<file path="src/rtl/fetch_queue.sv">
// Fetch front end: owns the fetch PC, issues to a 1-cycle imem, buffers {pc,inst} for decode.
// Latency 2 cycles fetch-to-decode; backpressure via deq_ready, issue stalls when the queue is full.
// Optional FETCH_QUEUE_STATS_EN macro adds saturating redirect/empty/full statistic counters.
module fetch_queue #(
  parameter int                ADDR_W   = 32,
  parameter int                DEPTH    = 4,
  parameter logic [ADDR_W-1:0] RESET_PC = '0
) (
  input  logic                       clk,
  input  logic                       rst,
  output logic                       imem_req,
  output logic [ADDR_W-1:0]          imem_addr,
  input  logic [31:0]                imem_rdata,
  input  logic                       redirect_valid,
  input  logic [ADDR_W-1:0]          redirect_pc,
  output logic                       deq_valid,
  input  logic                       deq_ready,
  output logic [31:0]                deq_inst,
  output logic [ADDR_W-1:0]          deq_pc,
  output logic [$clog2(DEPTH+1)-1:0] count
`ifdef FETCH_QUEUE_STATS_EN
  ,
  output logic [31:0]                stat_redirects,
  output logic [31:0]                stat_empty_cycles,
  output logic [31:0]                stat_full_cycles
`endif
);

  localparam int PTR_W = $clog2(DEPTH);
  localparam int CNT_W = $clog2(DEPTH + 1);

  logic [ADDR_W-1:0] fetch_pc;
  logic [ADDR_W-1:0] inflight_pc;
  logic              inflight_valid;
  logic [ADDR_W-1:0] pc_mem   [DEPTH];
  logic [31:0]       inst_mem [DEPTH];
  logic [PTR_W-1:0]  head;
  logic [PTR_W-1:0]  tail;
  logic [CNT_W-1:0]  count_q;

  logic             fire;
  logic             wr;
  logic [CNT_W:0]   occupancy;

  wire unused_redirect_lsbs = ^redirect_pc[1:0];

  // Slots held or reserved after this cycle's dequeue; never underflows since fire implies count >= 1.
  assign occupancy = {1'b0, count_q} + (CNT_W+1)'(inflight_valid) - (CNT_W+1)'(fire);

  assign deq_valid = (count_q != '0) & !redirect_valid;
  assign fire      = deq_valid & deq_ready;
  assign imem_req  = !rst & !redirect_valid & (occupancy < (CNT_W+1)'(DEPTH));
  assign wr        = inflight_valid & !redirect_valid;
  assign imem_addr = fetch_pc;
  assign deq_inst  = inst_mem[head];
  assign deq_pc    = pc_mem[head];
  assign count     = count_q;

  always_ff @(posedge clk) begin
    if (rst) begin
      fetch_pc       <= RESET_PC;
      inflight_valid <= 1'b0;
      inflight_pc    <= '0;
      head           <= '0;
      tail           <= '0;
      count_q        <= '0;
    end else if (redirect_valid) begin
      fetch_pc       <= {redirect_pc[ADDR_W-1:2], 2'b00};
      inflight_valid <= 1'b0;
      head           <= '0;
      tail           <= '0;
      count_q        <= '0;
    end else begin
      inflight_valid <= imem_req;
      if (imem_req) begin
        inflight_pc <= fetch_pc;
        fetch_pc    <= fetch_pc + ADDR_W'(4);
      end
      if (wr)
        tail <= tail + PTR_W'(1);
      if (fire)
        head <= head + PTR_W'(1);
      case ({wr, fire})
        2'b10:   count_q <= count_q + CNT_W'(1);
        2'b01:   count_q <= count_q - CNT_W'(1);
        default: count_q <= count_q;
      endcase
    end
  end

  // Payload storage needs no reset; contents are don't-care while empty.
  always_ff @(posedge clk) begin
    if (wr) begin
      pc_mem[tail]   <= inflight_pc;
      inst_mem[tail] <= imem_rdata;
    end
  end

`ifdef FETCH_QUEUE_STATS_EN
  always_ff @(posedge clk) begin
    if (rst) begin
      stat_redirects    <= '0;
      stat_empty_cycles <= '0;
      stat_full_cycles  <= '0;
    end else begin
      if (redirect_valid && stat_redirects != '1)
        stat_redirects <= stat_redirects + 32'd1;
      if (deq_ready && !deq_valid && !redirect_valid && stat_empty_cycles != '1)
        stat_empty_cycles <= stat_empty_cycles + 32'd1;
      if (count_q == CNT_W'(DEPTH) && stat_full_cycles != '1)
        stat_full_cycles <= stat_full_cycles + 32'd1;
    end
  end
`endif

endmodule

</file>
<file path="config.mk">
export PLATFORM = sky130hd
export DESIGN_NAME = fetch_queue
export DESIGN_NICKNAME = d
export VERILOG_FILES = /design/src/rtl/fetch_queue.sv
export SDC_FILE = /design/constraint.sdc
export NUM_CORES = 1
export LEC_CHECK = 0
export CAP_MARGIN = 30
export CORE_ASPECT_RATIO = 1.4
export CORE_UTILIZATION = 36
export CTS_BUF_LIST = sky130_fd_sc_hd__clkbuf_8
export DETAILED_ROUTE_END_ITERATION = 10
export HOLD_SLACK_MARGIN = 0.1
export PLACE_DENSITY_LB_ADDON = 0.1
export SLEW_MARGIN = 5
export SYNTH_ARGS = -nofsm -noshare
export SYNTH_HDL_FRONTEND = slang
export SYNTH_SLANG_ARGS = --single-unit
</file>
<file path="constraint.sdc">
create_clock -name clk -period 3.5 [get_ports clk]
set_input_delay 0.35 -clock clk [delete_from_list [all_inputs] [get_ports clk]]
set_output_delay 0.35 -clock clk [all_outputs]
set_load 0.005 [all_outputs]
</file>
==> results.sh, run 1 <==
export IMPL_antenna_found_initial=0
export IMPL_yosysTopAreaCell="edfxtp_1"
export IMPL_synth_seq_cells=318
export IMPL_cp_start_kind="flip-flop"
export IMPL_fill_cells=2965
export IMPL_synth_edf_count=248
export IMPL_relSlewSlack_pct=51.46
export IMPL_synth_top_cell_area_share_pct=59.66
export IMPL_postCtsHoldBufs=0
export IMPL_root_buffer="clkbuf_8"
export IMPL_multi_input_area_um2=3374
export IMPL_firstDrtPassIters=4
export IMPL_cts_sinks=318
export IMPL_vdd_drop_max_v=0.0002615
export IMPL_syn_cell_area_um2=12480
export IMPL_ys_types=48
export IMPL_synthArstFlopShare_pct=0
export IMPL_setup_viol_count_final=0
export IMPL_rsz0062_at_grt="false"
export IMPL_hold_viol=0
export IMPL_slew_violations=0
export IMPL_gp_congestion=0.7736
export IMPL_synth_most_common_cell="edfxtp_1"
export IMPL_htree_levels=2
export IMPL_cp_arrival_ps=2660
export IMPL_cts_made_buffers=50
export IMPL_drv_cap=0
export IMPL_grt_pass1_wl_um=44590
export IMPL_viasPerCell=4.973
export IMPL_path_clk_slew_ps=70
export IMPL_grt_max_degree=62
export IMPL_ioPinCount=169
export IMPL_antenna_left=0
export IMPL_critPathMaxFanout=5
export IMPL_nets=971
export IMPL_antenna_cells=0
export IMPL_yosysSeqAreaShare_pct=70.89
export IMPL_overflow=0
export IMPL_holdWs_ps=293.5
export IMPL_routed_wl_um=28190
export IMPL_rows=80
export IMPL_min_path_type="input port to flip-flop"
export IMPL_fmax_mhz=332.1
export IMPL_r2r_cells=11
export IMPL_finClkSkew_ps=11.74
export IMPL_post_route_drc_count=0
export IMPL_fin_setup_tns_ps=0
export IMPL_initial_core_util_pct=36.57
export IMPL_cts_tree="built"
export IMPL_powerDensity_nw_per_um2=496.8
export IMPL_avgRoutedWirePerCell_um=20.39
export IMPL_die_area_um2=35430
export IMPL_period_share_pct=86.04
export IMPL_track_usage_pct=16.41
export IMPL_synthTopCellsByCount="edfxtp_1, dfxtp_1, nor2_1"
export IMPL_numPortBuffers=162
export IMPL_ys_top_cells_by_area="edfxtp_1, dfxtp_1, mux4_2"
export IMPL_synth_warnings=0
export IMPL_tightest_slew_ps=728.1
export IMPL_layout_drive_gt1_share_pct=19.31
export IMPL_path_class="flip-flop to output port"
export IMPL_hold_depth=3
export IMPL_syn_avg_cell_area_um2=17.83
export IMPL_synth_ff_type="edfxtp_1"
export IMPL_core_area_um2=34130
export IMPL_grt_pass1_vias=7769
export IMPL_clockBufferDepth=3
export IMPL_insertion_delay_ps=580
export IMPL_seqCellArea_um2=8867
export IMPL_status="finished clean"
export IMPL_area_growth_pct=26.09
export IMPL_critPathCaptureType="output port"
export IMPL_die_h_um=222.3
export IMPL_initialDrtViolationCount=244
export IMPL_dieWidth_um=159.4
export IMPL_p_leak_nw=5.056
export IMPL_min_period_ps=3011
export IMPL_worstPathRequired_ps=3150
export IMPL_syn_inst=700
export IMPL_via_count=6878
export IMPL_place_hpwl_um=17460
## worst max-delay path, cell delays in order, from the launching register on
cell and delay [ps]:
dfxtp_4 390, nor3_2 60, nor3b_2 250, ha_1 190, inv_1 50, ha_1 260, and3b_1 180, a211o_1 340
a21oi_4 210, dlymetal6s2s_1 160
## kinds of logic after synthesis
group	after synthesis	synth area share, %
other	1	0.03004
xor gates and xnor gates	32	2.245
muxes	94	13.75
buffers and inverters	56	2.466
adders and majority gates	10	1.063
and+or+nand+nor	124	4.751
DFF	318	70.89
AOI/OAI and AO/OA	65	4.802
## area by class of cell
class / count / share of cell area, %
Timing Repair Buffer: 184 / 11.81
Sequential cell: 318 / 56.34
Tap cell: 451 / 3.585
Multi-Input combinational cell: 329 / 21.44
Inverter: 10 / 0.2385
Clock buffer: 55 / 4.810
Clock inverter: 36 / 1.773
## report_power, final
part | total, mW | internal (mW) | switching (mW)
clock network | 3.22 | 1.81 | 1.41
logic | 0.394 | 0.227 | 0.166
registers | 4.20 | 4.13 | 0.0751
## worst paths after layout
path | start | endpoint | slack (ps)
setup reg to reg | count[0]$_SDFFE_PP0P_ | imem_addr[19]$_SDFFE_PP0P_ | 610
hold / removal | rst | flip-flop | 290
setup / recovery | count[0]$_SDFFE_PP0P_ | imem_req | 490
hold reg to reg | inflight_pc[25]$_SDFFE_PP0P_ | pc_mem[0][25]$_DFFE_PP_ | 500
## stage by stage
stage | setup slack (ps) | area, µm² | util (%) | instances | total power [mW]
floorplan | 524.7 | 12490 | - | 703 | 4.423
global placement | 204.3 | 14670 | 42.98 | 1291 | 4.667
detailed placement | 196.3 | 14670 | 42.98 | 1291 | 4.682
CTS | 18.56 | 15720 | 46.04 | 1382 | 7.932
global route | 347.2 | 15740 | 46.11 | 1383 | 8.098
finish | 488.7 | 15740 | 46.11 | 1383 | 7.819
## state kept, by name, summed over array words and instances, names as in the netlist, named ones only
| register | flops |
|---|---|
| count | 3 |
| head | 2 |
| imem_addr | 30 |
| inflight_pc | 30 |
| inflight_valid | 1 |
| inst_mem | 128 |
| pc_mem | 120 |
| tail | 2 |
## metal layers
metal  up-vias  track usage [%]  routed length (µm)
met5         -                0                   0
met4         0            5.552                 640
met1      3510            19.57               11770
li1       3143                -                   -
met3        48            3.155                1056
met2       177            29.51               14720
## cells in the final DEF (no fill, tap or decap), drive strengths merged, types with 10 or more instances in the layout
master,count
nand3,11
mux4,62
a2111oi,11
xnor2,28
nand2,12
dfxtp,70
a211oi,35
mux2i,32
edfxtp,248
clkdlybuf4s50,160
a21oi,10
buf,23
nor2,70
clkinv,14
inv,25
clkbuf,55
## timing repair
| action | 4_1_cts | 5_1_grt |
|---|---|---|
| resized for setup | 4 | 5 |
| endpoints found under the setup margin | 1 | 1 |
| pin swaps | 0 | 3 |
| buffers inserted | 0 | 1 |
| hold endpoints to repair | 0 | 0 |
(Power assumes the default switching activity.)
==> run 2, diff against run 1 <==
CORE_ASPECT_RATIO = not set   (was 1.4)
==> run 2 against run 1 <==
  * Sequential power about the same
  * Non-clock buffer count rose by 3
  * Via count down 0.17%
  * Global-route usage fell by 0.37 points
  * Wire length increased by 0.45%
  * Core utilization is 0.25 points higher
  * First-iteration DRC count rose by 40%
  * Count of clock-buffer cells in the layout up 2
==> results.sh, run 2 (same netlist as run 1, synthesis figures left out) <==
export IMPL_period_share_pct=96.57
export IMPL_p_leak_nw=5.039
export IMPL_overflow=0
export IMPL_grt_pass1_vias=7248
export IMPL_largest_reg_flops=128
export IMPL_worstPathRequired_ps=3150
export IMPL_antenna_left=0
export IMPL_viasPerCell=4.957
export IMPL_nets=976
export IMPL_antenna_cells=0
export IMPL_rsz0062_at_grt="false"
export IMPL_min_path_type="input port to flip-flop"
export IMPL_crit_chain="nor3_1, nor3b_2, ha_1, inv_1, ha_1, and3b_1, a211o_1, a21oi_4, clkdlybuf4s50_1"
export IMPL_numPortBuffers=162
export IMPL_cp_arrival_ps=3030
export IMPL_clockBufferDepth=3
export IMPL_htree_levels=2
export IMPL_relSlewSlack_pct=49.63
export IMPL_core_area_um2=33780
export IMPL_powerDensity_nw_per_um2=482.9
export IMPL_place_hpwl_um=17270
export IMPL_routed_wl_um=28320
export IMPL_fmax_mhz=295.8
export IMPL_critPathBufInv=2
export IMPL_final_cell_mix="edfxtp_1, clkdlybuf4s50_1, nor2_1"
export IMPL_antenna_found_initial=0
export IMPL_area_growth_pct=25.49
export IMPL_r2r_start="count[2]$_SDFFE_PP0P_"
export IMPL_grt_pass1_wl_um=42950
export IMPL_r2r_cells=12
export IMPL_reg2reg_slack_ps=430
export IMPL_critPathCaptureType="output port"
export IMPL_finClkSkew_ps=21.86
export IMPL_cp_slowest_cell="clkdlybuf4s50_1"
export IMPL_initialDrtViolationCount=342
export IMPL_vdd_drop_max_v=0.0001965
export IMPL_p_seq_share_pct=55.5
export IMPL_rows=67
export IMPL_die_h_um=188.2
export IMPL_crit_start="count[2]$_SDFFE_PP0P_"
export IMPL_track_usage_pct=16.05
export IMPL_slew_violations=0
export IMPL_clock_power_share_pct=39.2
export IMPL_holdWs_ps=271.5
export IMPL_avgRoutedWirePerCell_um=20.45
export IMPL_firstDrtPassIters=4
export IMPL_cts_made_buffers=52
export IMPL_p_int_mw=5.920
export IMPL_die_area_um2=35420
export IMPL_tightest_slew_ps=755.6
export IMPL_grt_max_degree=62
export IMPL_post_route_drc_count=0
export IMPL_layout_drive_gt1_share_pct=19.21
export IMPL_gp_congestion=0.7333
export IMPL_path_clk_slew_ps=60
export IMPL_r2r_end="imem_addr[25]$_SDFFE_PP0P_"
export IMPL_cts_tree="built"
export IMPL_cp_start_kind="flip-flop"
export IMPL_drv_cap=0
export IMPL_critPathMaxStageDelay_ps=530
export IMPL_combPwrFrac_pct=5.4
export IMPL_final_common_cell="edfxtp_1"
export IMPL_fin_setup_tns_ps=0
export IMPL_cts_sinks=318
export IMPL_status="finished clean"
export IMPL_root_buffer="clkbuf_8"
export IMPL_crit_cells=9
export IMPL_fill_cells=2941
export IMPL_worstSetupEndpoint="imem_req"
export IMPL_path_delay_family="buffers and inverters"
export IMPL_setup_viol_count_final=0
export IMPL_path_class="flip-flop to output port"
export IMPL_via_count=6866
export IMPL_crit_top_cell="ha_1"
export IMPL_p_sw_mw=1.644
export IMPL_reg_largest_list="inst_mem x128, pc_mem x120"
export IMPL_dieWidth_um=188.2
export IMPL_ioPinCount=169
export IMPL_min_period_ps=3380
export IMPL_top_register="inst_mem"
export IMPL_initial_core_util_pct=36.95
export IMPL_insertion_delay_ps=560
export IMPL_sw_frac_of_total_pct=21.74
export IMPL_hold_viol=0
export IMPL_critPathMaxFanout=7
## run 2: cell count changes in the layout (fill, tap and decap cells not counted), sizes merged
cell           before  now
clkinvlp            2    0
clkdlybuf4s50     160  161
bufinv              5    1
clkbuf             55   57
buf                23   26
clkinv             14   17
dlymetal6s2s        1    0
inv                25   28
## run 2: through the flow
step / utilization, % / total power [mW] / cells / worst slack (ps) / instance area (µm²)
after floorplan: - / 4.423 / 703 / 524.7 / 12490
final: 46.36 / 7.564 / 1385 / 119.9 / 15660
after detailed placement: 43.44 / 4.686 / 1289 / 105.0 / 14680
after CTS: 46.30 / 7.675 / 1382 / 32.63 / 15640
after global routing: 46.36 / 7.848 / 1385 / 7.202 / 15660
after global placement: 43.44 / 4.673 / 1289 / 189.6 / 14680
## run 2: cell type report
type                            instances  area, µm²  area share [%]
Tap cell                              448      560.5           3.579
Timing Repair Buffer                  187       1879           12.00
Multi-Input combinational cell        329       3369           21.51
Clock buffer                           57      784.5           5.008
Clock inverter                         36      172.7           1.102
Inverter                               10      37.54          0.2396
Sequential cell                       318       8860           56.56
## run 2: tightest hold or removal path: stages
cell and delay (ps):
buf_2 100, or2_2 270, a21oi_1 60
## run 2: how the worst min path moves through the flow
stage / from / endpoint / slack (ps) / cells after the start
finish: rst / count[2]$_SDFFE_PP0P_ / 270 / 3
global route: rst / count[2]$_SDFFE_PP0P_ / 250 / 3
CTS: rst / count[2]$_SDFFE_PP0P_ / 210 / 3
detailed placement: inflight_pc[11]$_SDFFE_PP0P_ / pc_mem[1][11]$_DFFE_PP_ / 490 / 0
global placement: inflight_pc[15]$_SDFFE_PP0P_ / pc_mem[0][15]$_DFFE_PP_ / 470 / 0
floorplan: imem_rdata[0] / inst_mem[0][0]$_DFFE_PP_ / 450 / 0
## run 2: power groups by stage
stage / clock network, mW / logic, mW / registers, mW
final: 2.96 / 0.405 / 4.20
after detailed placement: 0 / 0.408 / 4.28
after global placement: 0 / 0.402 / 4.27
after floorplan: 0 / 0.165 / 4.26
after CTS: 3.07 / 0.412 / 4.20
after global routing: 3.21 / 0.436 / 4.21
## run 2: what timing repair did
| action | CTS | global route |
|---|---|---|
| pin swaps | 0 | 3 |
| gates resized for setup | 4 | 0 |
| endpoints found under the setup margin | 1 | 1 |
| hold buffers | 0 | 0 |
| buffers inserted | 0 | 3 |
## run 2: layer usage
layer | vias up | wire, µm | global-route usage (%)
li1 | 3155 | - | -
met1 | 3464 | 12700 | 21.37
met2 | 195 | 13540 | 26.41
met3 | 52 | 1408 | 2.961
met4 | 0 | 664 | 5.441
met5 | - | 0 | 0
==> run 3, diff against run 2 <==
GPL_TIMING_DRIVEN = 0   (was not set)
SLEW_MARGIN = 10   (was 5)
==> run 3 against run 2 <==
  * Combinational power up 3%
  * Global-route usage up 0.64 points
  * Sequential power about the same
  * Hold slack worse by 49 ps
  * Die area unchanged
  * Largest power group unchanged
==> results.sh, run 3 (same netlist as run 1, synthesis figures left out) <==
export IMPL_nets=1007
export IMPL_track_usage_pct=16.69
export IMPL_fin_cells=1421
export IMPL_powerDensity_nw_per_um2=486.8
export IMPL_core_area_um2=33780
export IMPL_fin_setup_tns_ps=0
export IMPL_tightest_slew_ps=722.3
export IMPL_rsz0062_at_grt="false"
export IMPL_place_hpwl_um=18850
export IMPL_antenna_cells=0
export IMPL_drv_cap=0
export IMPL_p_seq_share_pct=54.0
export IMPL_relSlewSlack_pct=51.85
export IMPL_grt_max_degree=47
export IMPL_place_inst=1315
export IMPL_overflow=0
export IMPL_hold_viol=0
export IMPL_initial_core_util_pct=36.95
export IMPL_p_sw_mw=1.661
export IMPL_place_area_um2=14790
export IMPL_avgRoutedWirePerCell_um=20.59
export IMPL_fmax_mhz=303.9
export IMPL_htree_levels=2
export IMPL_grt_pass1_wl_um=44680
export IMPL_gp_congestion=0.7417
export IMPL_critPathCaptureType="output port"
export IMPL_grt_pass1_vias=7647
export IMPL_antenna_left=0
export IMPL_cts_tree="built"
export IMPL_numPortBuffers=160
export IMPL_period_share_pct=94.03
export IMPL_layout_drive_gt1_share_pct=20.25
export IMPL_status="finished clean"
export IMPL_combPwrFrac_pct=5.4
export IMPL_p_leak_nw=5.223
export IMPL_ioPinCount=169
export IMPL_initialDrtViolationCount=306
export IMPL_insertion_delay_ps=570
export IMPL_post_route_drc_count=0
export IMPL_largest_reg_flops=128
export IMPL_min_delay_start="rst"
export IMPL_min_period_ps=3291
export IMPL_routed_wl_um=29260
export IMPL_cp_start_kind="flip-flop"
export IMPL_dieWidth_um=188.2
export IMPL_clock_power_share_pct=40.6
export IMPL_setup_viol_count_final=0
export IMPL_cts_sinks=318
export IMPL_critPathMaxFanout=10
export IMPL_clockBufferDepth=3
export IMPL_path_class="flip-flop to output port"
export IMPL_rows=67
export IMPL_die_h_um=188.2
export IMPL_finClkSkew_ps=18.89
export IMPL_p_int_mw=6.111
export IMPL_vdd_drop_max_v=0.0002051
export IMPL_viasPerCell=4.959
export IMPL_top_register="inst_mem"
export IMPL_antenna_found_initial=0
export IMPL_firstDrtPassIters=4
export IMPL_postCtsHoldBufs=0
export IMPL_final_area_um2=15970
export IMPL_final_common_cell="edfxtp_1"
export IMPL_slew_violations=0
export IMPL_r2r_start="count[0]$_SDFFE_PP0P_"
export IMPL_worstPathRequired_ps=3150
export IMPL_via_count=7047
export IMPL_path_clk_slew_ps=60
export IMPL_min_path_type="input port to flip-flop"
export IMPL_sw_frac_of_total_pct=21.37
export IMPL_cts_made_buffers=53
export IMPL_root_buffer="clkbuf_8"
export IMPL_final_cell_mix="edfxtp_1, clkdlybuf4s50_1, nor2_1"
export IMPL_die_area_um2=35420
export IMPL_reg_largest_list="inst_mem x128, pc_mem x120"
export IMPL_cp_arrival_ps=2940
export IMPL_area_growth_pct=27.91
export IMPL_final_util_pct=47.26
==> run 3: cell count changes in the layout (fill, tap and decap cells not counted), moves of 5 or more <==
cell / before / now
buf_12: 6 / 1
buf_2: 1 / 7
clkbuf_1: 0 / 21
clkbuf_8: 57 / 68
clkinv_1: 11 / 4
inv_1: 27 / 32
==> run 3: per-layer routing <==
layer  track usage, %  wire length (µm)  vias up
met1            21.23             12330     3559
met5                0                 0        -
li1                 -                 -     3222
met2            28.33             14660      213
met4            5.629               656        0
met3            3.464              1609       53
==> run 3: through the flow <==
step           power [mW]  setup slack, ps  hold slack (ps)
2_1_floorplan       4.423            524.7            448.9
3_3_place_gp        4.683            -1029            473.3
3_5_place_dp        4.697           -792.0            487.6
4_1_cts             7.882            17.45            176.5
5_1_grt             8.087            9.829            187.3
6_report            7.772            209.0            222.4
==> run 3: repair_timing <==
action,4_1_cts,5_1_grt
gates resized for setup,18,2
setup buffers,8,1
endpoints found under the hold margin,0,0
setup endpoints to repair,37,2
pin swaps,4,4
==> run 3: power by group through the flow <==
| stage | logic, mW | clock network (mW) | registers (mW) |
|---|---|---|---|
| 2_1_floorplan | 0.165 | 0 | 4.26 |
| 6_report | 0.418 | 3.15 | 4.20 |
| 5_1_grt | 0.451 | 3.43 | 4.21 |
| 3_3_place_gp | 0.403 | 0 | 4.28 |
| 3_5_place_dp | 0.415 | 0 | 4.28 |
| 4_1_cts | 0.424 | 3.26 | 4.20 |
==> run 3: path summary, 6_finish.rpt <==
path                                              endpoint  slack (ps)  depth (start not counted)
worst min-delay path            imem_addr[30]$_SDFFE_PP0P_         220                          3
worst max-delay path                            deq_pc[15]         210                          4
worst max register to register  imem_addr[22]$_SDFFE_PP0P_         520                         13
worst min register to register     pc_mem[1][31]$_DFFE_PP_         500                          0
==> run 3: cell type report <==
cell class                 count  area (µm²)
fill                        2948       17820
sequential                   318        8860
multi-input combinational    329        3383
timing repair buffer         173        1782
clock buffer                  65       894.6
tap                          448       560.5
buffer                        44       284.0
clock inverter                34       163.9
inverter                      10       37.54
==> run 3: critical path: stages, from the launching register on <==
cell	delay (ps)
dfxtp_1	310
buf_1	540
clkbuf_1	620
mux4_2	420
clkdlybuf4s50_1	490
